<file path="src/rtl/bram_ctrl.sv">
`timescale 1ns/1ps
// Parametrised word memory for the soft-core bus: byte-masked writes, read-first
// reads with 1- or 2-cycle latency, and a post-reset sequencer that zeroes every word.
module bram_ctrl #(
    parameter int ADDR_BITS      = 5,
    parameter int DATA_WIDTH     = 32,
    parameter int READ_LATENCY   = 1,
    parameter int CLEAR_ON_RESET = 1
) (
    input  logic                    clk,
    input  logic                    reset,
    input  logic [ADDR_BITS+1:2]    mem_addr,
    input  logic                    cs,
    input  logic                    rd,
    input  logic                    wr,
    input  logic [DATA_WIDTH-1:0]   mem_wdata,
    input  logic [DATA_WIDTH/8-1:0] mem_wmask,
    output logic [DATA_WIDTH-1:0]   mem_rdata,
    output logic                    rdata_valid,
    output logic                    busy
);

    localparam int DEPTH = 1 << ADDR_BITS;
    localparam int BYTES = DATA_WIDTH / 8;

    if (READ_LATENCY != 1 && READ_LATENCY != 2) begin : g_bad_latency
        $error("bram_ctrl: READ_LATENCY must be 1 or 2");
    end

    typedef enum logic {IDLE, CLEAR} state_t;

    state_t                 state_q, state_d;
    logic [ADDR_BITS-1:0]   clr_cnt;
    logic [DATA_WIDTH-1:0]  mem [DEPTH];
    logic                   rd_acc, wr_acc;
    logic                   vld_p0;
    logic [DATA_WIDTH-1:0]  rdata_p0;

    assign busy   = (state_q == CLEAR);
    assign rd_acc = cs & rd & ~busy;
    assign wr_acc = cs & wr & ~busy;

    always_comb begin
        state_d = state_q;
        if (state_q == CLEAR && (&clr_cnt))
            state_d = IDLE;
    end

    always_ff @(posedge clk) begin
        if (reset) begin
            state_q <= (CLEAR_ON_RESET != 0) ? CLEAR : IDLE;
            clr_cnt <= '0;
        end else begin
            state_q <= state_d;
            if (busy)
                clr_cnt <= clr_cnt + 1'b1;
        end
    end

    // The clear sweep owns the array while busy; bus writes are locked out then.
    always_ff @(posedge clk) begin
        if (busy) begin
            if (!reset)
                mem[clr_cnt] <= '0;
        end else if (wr_acc) begin
            for (int i = 0; i < BYTES; i++)
                if (mem_wmask[i])
                    mem[mem_addr][8*i +: 8] <= mem_wdata[8*i +: 8];
        end
    end

    // Stage p0: array read; sampling before the same-edge write gives read-first.
    always_ff @(posedge clk) begin
        if (reset) begin
            vld_p0   <= 1'b0;
            rdata_p0 <= '0;
        end else begin
            vld_p0 <= rd_acc;
            if (rd_acc)
                rdata_p0 <= mem[mem_addr];
        end
    end

    if (READ_LATENCY == 2) begin : g_lat2
        logic                  vld_p1;
        logic [DATA_WIDTH-1:0] rdata_p1;

        // Stage p1: extra output register; reset discards any read in flight.
        always_ff @(posedge clk) begin
            if (reset) begin
                vld_p1   <= 1'b0;
                rdata_p1 <= '0;
            end else begin
                vld_p1 <= vld_p0;
                if (vld_p0)
                    rdata_p1 <= rdata_p0;
            end
        end

        assign mem_rdata   = rdata_p1;
        assign rdata_valid = vld_p1;
    end else begin : g_lat1
        assign mem_rdata   = rdata_p0;
        assign rdata_valid = vld_p0;
    end

endmodule

</file>
<file path="config.mk">
export PLATFORM = sky130hd
export DESIGN_NAME = bram_ctrl
export DESIGN_NICKNAME = d
export VERILOG_FILES = /design/src/rtl/bram_ctrl.sv
export SDC_FILE = /design/constraint.sdc
export NUM_CORES = 1
export LEC_CHECK = 0
export ABC_AREA = 0
export CAP_MARGIN = 0
export CORE_ASPECT_RATIO = 1.2
export CORE_UTILIZATION = 55
export DETAILED_ROUTE_END_ITERATION = 8
export GPL_ROUTABILITY_DRIVEN = 1
export HOLD_SLACK_MARGIN = 0.12
export PLACE_DENSITY = 0.69
export SLEW_MARGIN = 20
export SYNTH_ARGS = -nofsm -noshare
export SYNTH_HDL_FRONTEND = slang
export SYNTH_SLANG_ARGS = --single-unit
</file>
<file path="constraint.sdc">
create_clock -name clk -period 2.8 [get_ports clk]
set_input_delay 0.56 -clock clk [delete_from_list [all_inputs] [get_ports clk]]
set_output_delay 0.56 -clock clk [all_outputs]
set_load 0.01 [all_outputs]
</file>
==> metrics.md, run 1 <==
| Metric | Value |
|---|---|
| Status | finished clean |
| Worst Hold Class | reg -> reg |
| Synth warn | 0 |
| Util after Layout | 66.26% |
| Worst Path Buf+Inv | 4 |
| Worst rel slew slack | 30.72% |
| Hold_buf cts | 0 |
| Crit path cell chain | clkdlybuf4s50_1 -> o41a_2 -> buf_12 -> buf_4 -> nor3_1 -> a21oi_1 -> buf_4 -> nor2_1 |
| Post-Syn Area | 42170 µm² |
| Final ANT Viol Nets | 0 |
| Largest net degree at the start of global routing | 66 |
| Share of layout cells above drive strength 1 | 17.55% |
| Routed wl met2 | 51.13 mm |
| Register area share after synthesis | 74.77% |
| Row count | 110 |
| Die Y | 305.3 µm |
| Critical path fanouts, max | 19 |
| Slew @ Worst Pin | 1.037 ns |
| # setup viols final | 0 |
| Die X | 254.8 µm |
| Max incr delay on CP | 0.61 ns |
| Most used DFF post-synth | edfxtp_1 |
| Most frequent CP cell | buf_4 |
| Critical path's top delay family | buffers and inverters |
| Initial antenna violation count | 3 |
| Synth area leader | edfxtp_1 |
| Fin. Hold Viols | 0 |
| GPL Wtd Cong | 0.9114 |
| Worst setup EP type | flip-flop |
| Resized Gates After CTS | 0 |
| DP Wirelength | 65.54 mm |
| Fmax | 370.6 MHz |
| VDD IR-drop max | 0.4221 mV |
| TritonRoute pass-1 iters | 6 |
| Final Skew | 0.01851 ns |
| Yosys cell types | 36 |
| Total Routing Usage GR | 26.58% |
| Layout net count | 2825 |
| Latest clock arrival within the worst-skew pair | 0.66 ns |
| Fin Hold WS | 0.5322 ns |
| P_leak | 0.01671 µW |
| Crit path time final | 2.698 ns |
| Initial DRC Count | 2296 |
| Filler cells | 5084 |
| Die Area | 77780 µm² |
| Routed wl met3 | 7.221 mm |
| WL final | 102.3 mm |
| Synth Net Count | 2514 |
| Layout Area Growth over Synthesis | 18.51% |
| Syn_area_per_cell | 17.10 µm² |
| WP data arrival | 2.98 ns |
| Asr flop ratio synth | 0% |
| Synth top area share | 72.92% |
| Highest routed metal layer | met5 |
| GRT overflow | 0 |
| Initial Util | 55.91% |
| Vias per cell | 6.128 |
| Vias in the first global route | 23820 |
| Root Buffer | clkbuf_16 |
| First-pass GRT wire length | 151.0 mm |
| Final period util | 96.37% |
| # DRC | 0 |
| Ports | 80 |
| Worst path slowest cell | o41a_2 |
| RSZ-0062 raised after global routing | no |
| Power per cell area | 655.1 nW/µm² |
| Buffers on Ports | 79 |
| Max-slew violation count | 0 |
| CTS tree | built |
| Post-synth EDFFs | 1024 |
| Post-CTS setup buffers | 0 |
| Clock sinks | 1063 |
| Clock transition at the registers of the reported paths | 0.06 ns |
| FF+latch count, synth | 1063 |
| Vias | 23710 |
| DR WL/cell | 26.45 µm |
| WS Path Type | in -> reg |
| Core area | 75420 µm² |
| Startpoint Class | input pin |
| Worst path required time | 3.09 ns |
| Dpl ws | -0.6051 ns |
| # Max-Cap Violations | 0 |
| Deepest clock path buffer count | 3 |
| Setup ws final | 0.1016 ns |
| Met1 WL | 41.05 mm |
| Main area contributors after synthesis | edfxtp_1 (73%), mux2i_1 (12%), a22oi_1 (4.6%) |
| CTS buffer count | 98 |
| Post-Syn Instances | 2466 |
| H-tree depth | 3 |
logic make-up after synthesis:
logic type,synth area share [%]
buf+inv,2.225
flops,74.77
mux,12.25
fa+ha+maj,0.05933
xor+xnor,0.06232
simple gates,3.216
compound gates,7.412
where the power goes:
part	total [µW]	internal, µW	switching (µW)	leakage, µW
combinational	1440	606	829	0.00634
sequential	17300	17300	34.9	0.00870
clock	14000	8260	5730	0.00167
Yosys cell counts (all sizes together), types with 5 or more instances:
| library cell | instances |
|---|---|
| and2 | 33 |
| nor3 | 9 |
| buf | 102 |
| clkbuf | 59 |
| dfxtp | 39 |
| nor4 | 6 |
| a21oi | 129 |
| mux2i | 515 |
| a211oi | 32 |
| a41oi | 6 |
| a22oi | 256 |
| nand2b | 6 |
| edfxtp | 1024 |
| nand2 | 12 |
| nor2 | 169 |
| a31oi | 9 |
| nor2b | 8 |
| a21o | 5 |
| or4 | 33 |
layer usage:
layer  vias up  GRT usage (%)
li1      10430              -
met4         4          8.843
met2      1053          44.27
met5         -              0
met1     12040          36.00
met3       180          3.789
cell usage in the layout (no fill, tap or decap), types with 12 or more instances in the layout:
| cell | Yosys | routed |
|---|---|---|
| buf_12 | 1 | 82 |
| clkbuf_16 | 0 | 104 |
| clkbuf_1 | 56 | 13 |
| and2_1 | 33 | 32 |
| clkinv_2 | 0 | 23 |
| bufinv_16 | 0 | 15 |
| or4_1 | 33 | 33 |
| edfxtp_1 | 1024 | 1024 |
| buf_4 | 46 | 211 |
| nand2_1 | 12 | 12 |
| nor2_1 | 169 | 162 |
| a22oi_1 | 256 | 256 |
| clkdlybuf4s50_1 | 0 | 77 |
| a211oi_2 | 32 | 32 |
| mux2i_1 | 515 | 515 |
| dfxtp_1 | 39 | 39 |
| a21oi_1 | 129 | 129 |
worst register-to-register path: cells and delay by family, from the launching register on:
kind,cells,cell delay [ns]
simple gates,2,0.81
buf+inv,3,0.64
compound gates,2,0.48
flops,1,0.31
state kept, by name, summed over array words and instances, names as in the netlist:
register	count
clr_cnt	5
rdata_valid	1
busy	1
mem	1024
mem_rdata	32
metrics by stage:
stage / setup TNS (ns) / area [µm²] / power (µW) / instances
floorplan: 0 / 42170 / 18480 / 2466
global placement: -345.77 / 46540 / 19040 / 3685
detailed placement: -371.02 / 46540 / 19070 / 3685
CTS: 0 / 49960 / 32840 / 3868
global route: 0 / 49970 / 33500 / 3868
finish: 0 / 49970 / 32740 / 3869
final timing paths:
check / to / startpoint / slack (ns) / depth (start not counted)
setup / recovery: mem[31][16] / mem_wmask[0] / 0.10 / 8
hold / removal: mem_rdata[12] / mem_rdata[12] / 0.53 / 2
setup reg to reg: mem[21][25] / busy / 0.18 / 7
hold reg to reg: mem_rdata[12] / mem_rdata[12] / 0.53 / 2
area by class of cell:
class                      instances  area (µm²)  area share, %
tap                             1008        1261          2.524
multi-input combinational       1241        9742          19.49
antenna                            1       2.502       0.005008
clock inverter                    62       710.7          1.422
timing repair buffer             372        4016          8.037
inverter                           1       3.754       0.007511
sequential                      1063       31530          63.09
clock buffer                     121        2706          5.416
No activity file was read; power rests on OpenSTA's default activity.
==> run 2: changes to the inputs <==
--- a/config.mk
+++ b/config.mk
@@ -6,6 +6,7 @@
 export NUM_CORES = 1
 export LEC_CHECK = 0
 export ABC_AREA = 0
+export ABC_CLOCK_PERIOD_IN_PS = 2800
 export CAP_MARGIN = 0
 export CORE_ASPECT_RATIO = 1.2
 export CORE_UTILIZATION = 55
@@ -13,7 +14,9 @@
 export GPL_ROUTABILITY_DRIVEN = 1
 export HOLD_SLACK_MARGIN = 0.12
 export PLACE_DENSITY = 0.69
+export RECOVER_POWER = 25
 export SLEW_MARGIN = 20
 export SYNTH_ARGS = -nofsm -noshare
 export SYNTH_HDL_FRONTEND = slang
 export SYNTH_SLANG_ARGS = --single-unit
+export TNS_END_PERCENT = 20
==> metrics.md, run 2 (synthesis results as in run 1) <==
| Metric | Value |
|---|---|
| Failing checks | capacitance limit, slew limit |
| Latest clock arrival within the worst-skew pair | 0.66 ns |
| Worst setup EP type | flip-flop |
| Row count | 110 |
| Core area | 75420 µm² |
| Hold_buf cts | 0 |
| Inserted Diodes | 0 |
| Deepest clock path buffer count | 3 |
| Final ANT Viol Nets | 0 |
| Initial Util | 55.91% |
| Most common cell after layout, fill and taps aside | edfxtp_1 |
| Die Y | 305.3 µm |
| Worst path required time | 3.14 ns |
| Fmax | 368.2 MHz |
| # DRC | 0 |
| Cell Int Power | 26140 µW |
| Layout net count | 2825 |
| Die Area | 77780 µm² |
| Total power | 32730 µW |
| CTS buffer count | 98 |
| Final instance area | 49650 µm² |
| # Max-Cap Violations | 1 |
| Critical path fanouts, max | 32 |
| Status | complete, but fails checks |
| Clock sinks | 1063 |
| Total Routing Usage GR | 26.58% |
| Largest net degree at the start of global routing | 66 |
| Register area | 31530 µm² |
| DP Wirelength | 65.54 mm |
| DR WL/cell | 26.49 µm |
| Power per cell area | 659.2 nW/µm² |
| Max incr delay on CP | 0.66 ns |
| Commonest non-fill, non-tap cells in the layout | edfxtp_1 (1024), mux2i_1 (515), a22oi_1 (256) |
| Fin Hold WS | 0.5335 ns |
| P_sw | 6585 µW |
| Layout Area Growth over Synthesis | 17.74% |
| Fin. Hold Viols | 0 |
| Buffers on Ports | 79 |
| Worst path slowest cell | clkbuf_1 |
| RSZ-0062 raised after global routing | no |
| Routed wl met3 | 7.677 mm |
| Sequential fraction of design power | 52.9% |
| Slew @ Worst Pin | 1.854 ns |
| GPL Wtd Cong | 0.9114 |
| Routed wl met2 | 51.02 mm |
| Switching Fraction | 20.12% |
| WS Path Type | in -> reg |
| Ports | 80 |
| Resized Gates After CTS | 0 |
| Share of layout cells above drive strength 1 | 17.45% |
| Vias in the first global route | 23820 |
| Met1 WL | 40.64 mm |
| Clock transition at the registers of the reported paths | 0.06 ns |
| Largest register by flop count | mem |
| # setup viols final | 0 |
| Initial antenna violation count | 3 |
| Final setup TNS | 0 ns |
| GRT overflow | 0 |
| Root Buffer | clkbuf_16 |
| Min-delay src | mem_rdata[12] |
| Initial DRC Count | 2478 |
| DP Cell Count | 3685 |
| Reg-to-Reg Start | busy |
| Layout Cells excl Fill | 3868 |
| Worst Hold Class | reg -> reg |
| Crit path cell chain | clkdlybuf4s50_1 -> and3b_1 -> o41a_2 -> clkbuf_1 -> and2_0 -> clkbuf_2 |
| P_leak | 0.01662 µW |
| DP Area | 46540 µm² |
| Final period util | 97.00% |
| Final Skew | 0.01911 ns |
| Clk pwr share | 42.7% |
| Worst rel slew slack | -23.58% |
| Filler cells | 5123 |
| Die X | 254.8 µm |
| Worst Setup SP | cs |
| WL final | 102.5 mm |
| Crit path time final | 2.716 ns |
| TritonRoute pass-1 iters | 7 |
| WP data arrival | 3.05 ns |
| Vias per cell | 6.127 |
| Post-CTS setup buffers | 0 |
| H-tree depth | 3 |
| Startpoint Class | input pin |
| Max-slew violation count | 40 |
| First-pass GRT wire length | 151.0 mm |
| Area of the multi-input gates | 9738 µm² |
| Vias | 23700 |
| Max reg flops | 1024 |
| CTS tree | built |
| VDD IR-drop max | 0.4208 mV |
| Highest routed metal layer | met5 |
| Power share of the combinational group | 4.4% |
run 2: changes by cell type in the layout (fill, tap and decap cells not counted), sizes merged:
| cell | previous run | this run |
|---|---|---|
| buf | 295 | 273 |
| diode | 1 | 0 |
| clkbuf | 121 | 143 |
run 2: layout make-up:
class	instances	area share, %
clock buffers	121	5.451
clock inverters	62	1.431
inverters	1	0.007560
multi-input cells	1241	19.61
flip-flops and latches	1063	63.51
well taps	1008	2.540
repair buffers	372	7.449
run 2: path summary, 6_finish.rpt:
check	to	slack [ns]	cells past startpoint
worst max-delay path	mem[29][19]	0.08	6
worst min register to register	mem_rdata[12]	0.53	2
worst max register to register	mem[29][19]	0.11	5
worst min-delay path	mem_rdata[12]	0.53	2
run 2: through the flow:
stage / setup slack, ns / util [%]
after floorplan: 0.2254 / -
after global placement: -0.5816 / 61.70
after detailed placement: -0.6051 / 61.70
after CTS: 0.09110 / 66.23
after global routing: 0.008901 / 65.83
final: 0.08400 / 65.83
run 2: routing by layer:
metal	global-route usage [%]	up-vias
li1	-	10430
met1	36.00	11980
met2	44.27	1083
met3	3.789	199
met4	8.843	4
met5	0	-
run 2: critical path, delay by kind of cell:
kind,cells,cell delay (ns)
AND/OR/NAND/NOR,2,0.40
buffers and inverters,3,1.79
AO/OA/AOI/OAI,1,0.27
run 2: power by group through the flow:
stage / combinational, µW / clock, µW / sequential (µW)
final: 1440 / 14000 / 17300
after global routing: 1500 / 14700 / 17300
after CTS: 1420 / 14100 / 17300
after detailed placement: 1420 / 0 / 17700
after global placement: 1390 / 0 / 17600
after floorplan: 849 / 0 / 17600
==> run 3: changes to the inputs <==
--- a/config.mk
+++ b/config.mk
@@ -6,14 +6,14 @@
 export NUM_CORES = 1
 export LEC_CHECK = 0
 export ABC_AREA = 0
-export ABC_CLOCK_PERIOD_IN_PS = 2800
+export ABC_CLOCK_PERIOD_IN_PS = 3500
 export CAP_MARGIN = 0
-export CORE_ASPECT_RATIO = 1.2
+export CORE_ASPECT_RATIO = 0.8
 export CORE_UTILIZATION = 55
 export DETAILED_ROUTE_END_ITERATION = 8
 export GPL_ROUTABILITY_DRIVEN = 1
 export HOLD_SLACK_MARGIN = 0.12
-export PLACE_DENSITY = 0.69
+export PLACE_DENSITY = 0.72
 export RECOVER_POWER = 25
 export SLEW_MARGIN = 20
 export SYNTH_ARGS = -nofsm -noshare
==> constraint.sdc (replaced) <==
create_clock -name clk -period 3.5 [get_ports clk]
set_input_delay 0.7 -clock clk [delete_from_list [all_inputs] [get_ports clk]]
set_output_delay 0.7 -clock clk [all_outputs]
set_load 0.01 [all_outputs]
==> metrics.md, run 3 (synthesis results as in run 1) <==
| Metric | Value |
|---|---|
| CTS tree | built |
| Share of layout cells above drive strength 1 | 12.96% |
| Crit path time final | 3.252 ns |
| Final Skew | 0.02118 ns |
| Fmax | 307.5 MHz |
| Power per cell area | 529.6 nW/µm² |
| Internal reg-to-reg setup slack | 0.39 ns |
| Filler cells | 5241 |
| Max incr delay on CP | 1.34 ns |
| # setup viols final | 0 |
| Reg-to-Reg Start | busy |
| Max-slew violation count | 436 |
| Worst path slowest cell | clkbuf_1 |
| WS Path Type | in -> reg |
| DP Area | 45040 µm² |
| Ports | 80 |
| Final instance area | 48220 µm² |
| Post-CTS setup buffers | 0 |
| GPL Wtd Cong | 0.8489 |
| Reg-to-Reg End | mem[10][23] |
| Clock sinks | 1063 |
| Endpoint, Worst Hold | mem_rdata[30] |
| Fin. Hold Viols | 0 |
| Commonest non-fill, non-tap cells in the layout | edfxtp_1 (1024), mux2i_1 (515), a22oi_1 (256) |
| Core area | 75670 µm² |
| Layout Cells excl Fill | 3760 |
| RSZ-0062 raised after global routing | no |
| Final ANT Viol Nets | 0 |
| Layout Area Growth over Synthesis | 14.35% |
| VDD IR-drop max | 0.4820 mV |
| Vias in the first global route | 22570 |
| CTS buffer count | 98 |
| P_leak | 0.01579 µW |
| Initial DRC Count | 2918 |
| # Max-Cap Violations | 13 |
| Clock transition at the registers of the reported paths | 0.06 ns |
| Worst path required time | 3.69 ns |
| Largest net degree at the start of global routing | 65 |
| Die X | 311.6 µm |
| Hold_buf cts | 0 |
| Vias | 23230 |
| Status | complete, but fails checks |
| GRT overflow | 0 |
| Startpoint Class | input pin |
| Vias per cell | 6.178 |
| Failing checks | capacitance limit, slew limit |
| DR WL/cell | 26.74 µm |
| Total power | 25540 µW |
| Layout net count | 2712 |
| H-tree depth | 3 |
| DP Cell Count | 3575 |
| Deepest clock path buffer count | 3 |
| Slew @ Worst Pin | 1.961 ns |
| Most common cell after layout, fill and taps aside | edfxtp_1 |
| First-pass GRT wire length | 147.7 mm |
| Resized Gates After CTS | 0 |
| Critical path fanouts, max | 43 |
| Crit path cell chain | clkdlybuf4s50_1 -> and3b_1 -> o41a_2 -> buf_12 -> and2_1 -> clkbuf_1 |
| Buffers on Ports | 79 |
| Row count | 90 |
| Final setup TNS | 0 ns |
| Worst setup EP type | flip-flop |
| Latest clock arrival within the worst-skew pair | 0.67 ns |
| TritonRoute pass-1 iters | 8 |
| Max reg flops | 1024 |
| Die Area | 77790 µm² |
| Largest register by flop count | mem |
| Final period util | 92.92% |
| WHS Path Cells | 2 |
| Min-delay src | mem_rdata[30] |
| # DRC | 0 |
| Initial antenna violation count | 1 |
| Worst Hold Class | reg -> reg |
| WP data arrival | 3.44 ns |
| DP Wirelength | 63.65 mm |
| Root Buffer | clkbuf_16 |
| Worst reg2reg path depth | 5 |
| WL final | 100.5 mm |
| Initial Util | 55.72% |
| Die Y | 249.7 µm |
| Total Routing Usage GR | 25.68% |
| Worst rel slew slack | -30.73% |
[run 3: cell count changes in the layout (fill, tap and decap cells not counted), sizes merged]
cell,before,now
buf,273,160
clkbuf,143,151
bufinv,15,8
inv,4,7
clkinv,36,34
clkinvlp,8,6
diode,0,1
[run 3: final cells by class]
type                            instances  area [µm²]  area share [%]
Clock buffer                          129        2703           5.605
Timing Repair Buffer                  259        2481           5.146
Sequential cell                      1063       31530           65.39
Inverter                                1       3.754        0.007785
Clock inverter                         54       514.2           1.066
Antenna cell                            1       2.502        0.005190
Tap cell                             1012        1266           2.626
Multi-Input combinational cell       1241        9718           20.15
[run 3: power breakdown]
| group | internal [µW] | leakage, µW | total [µW] | switching (µW) |
|---|---|---|---|---|
| logic | 417 | 0.00552 | 1070 | 652 |
| registers | 13800 | 0.00870 | 13800 | 27.6 |
| clock network | 6050 | 0.00157 | 10600 | 4570 |
[run 3: how the worst max path moves through the flow]
stage	start	to	slack, ns	cells past startpoint
after floorplan	cs	mem[11][0]	0.79	7
after global placement	mem_wmask[0]	mem[18][3]	-0.10	7
after detailed placement	mem_wmask[0]	mem[18][0]	-0.19	7
after CTS	mem_wmask[0]	mem[18][6]	0.50	7
after global routing	cs	mem[29][14]	0.21	6
final	cs	mem[10][23]	0.25	6
[run 3: critical path: cells and delay by family]
kind,cells,cell delay [ns]
simple gates,2,0.35
compound gates,1,0.28
buf+inv,3,2.07
[run 3: per-stage QoR]
step	setup WS [ns]	utilization (%)	hold WS, ns
CTS	0.4953	63.78	0.5391
detailed placement	-0.1940	59.53	0.5263
global route	0.2109	63.72	0.5584
global placement	-0.1026	59.53	0.5254
finish	0.2479	63.72	0.5354
floorplan	0.7854	-	0.5074
[run 3: metal layers]
layer | vias to the layer above | global-route usage [%] | part of all wire (%)
met3 | 152 | 4.521 | 9.6
met5 | - | 0 | 0.0090
met4 | 2 | 6.639 | 2.1
met2 | 1188 | 38.17 | 45
met1 | 11690 | 39.44 | 43
li1 | 10200 | - | -
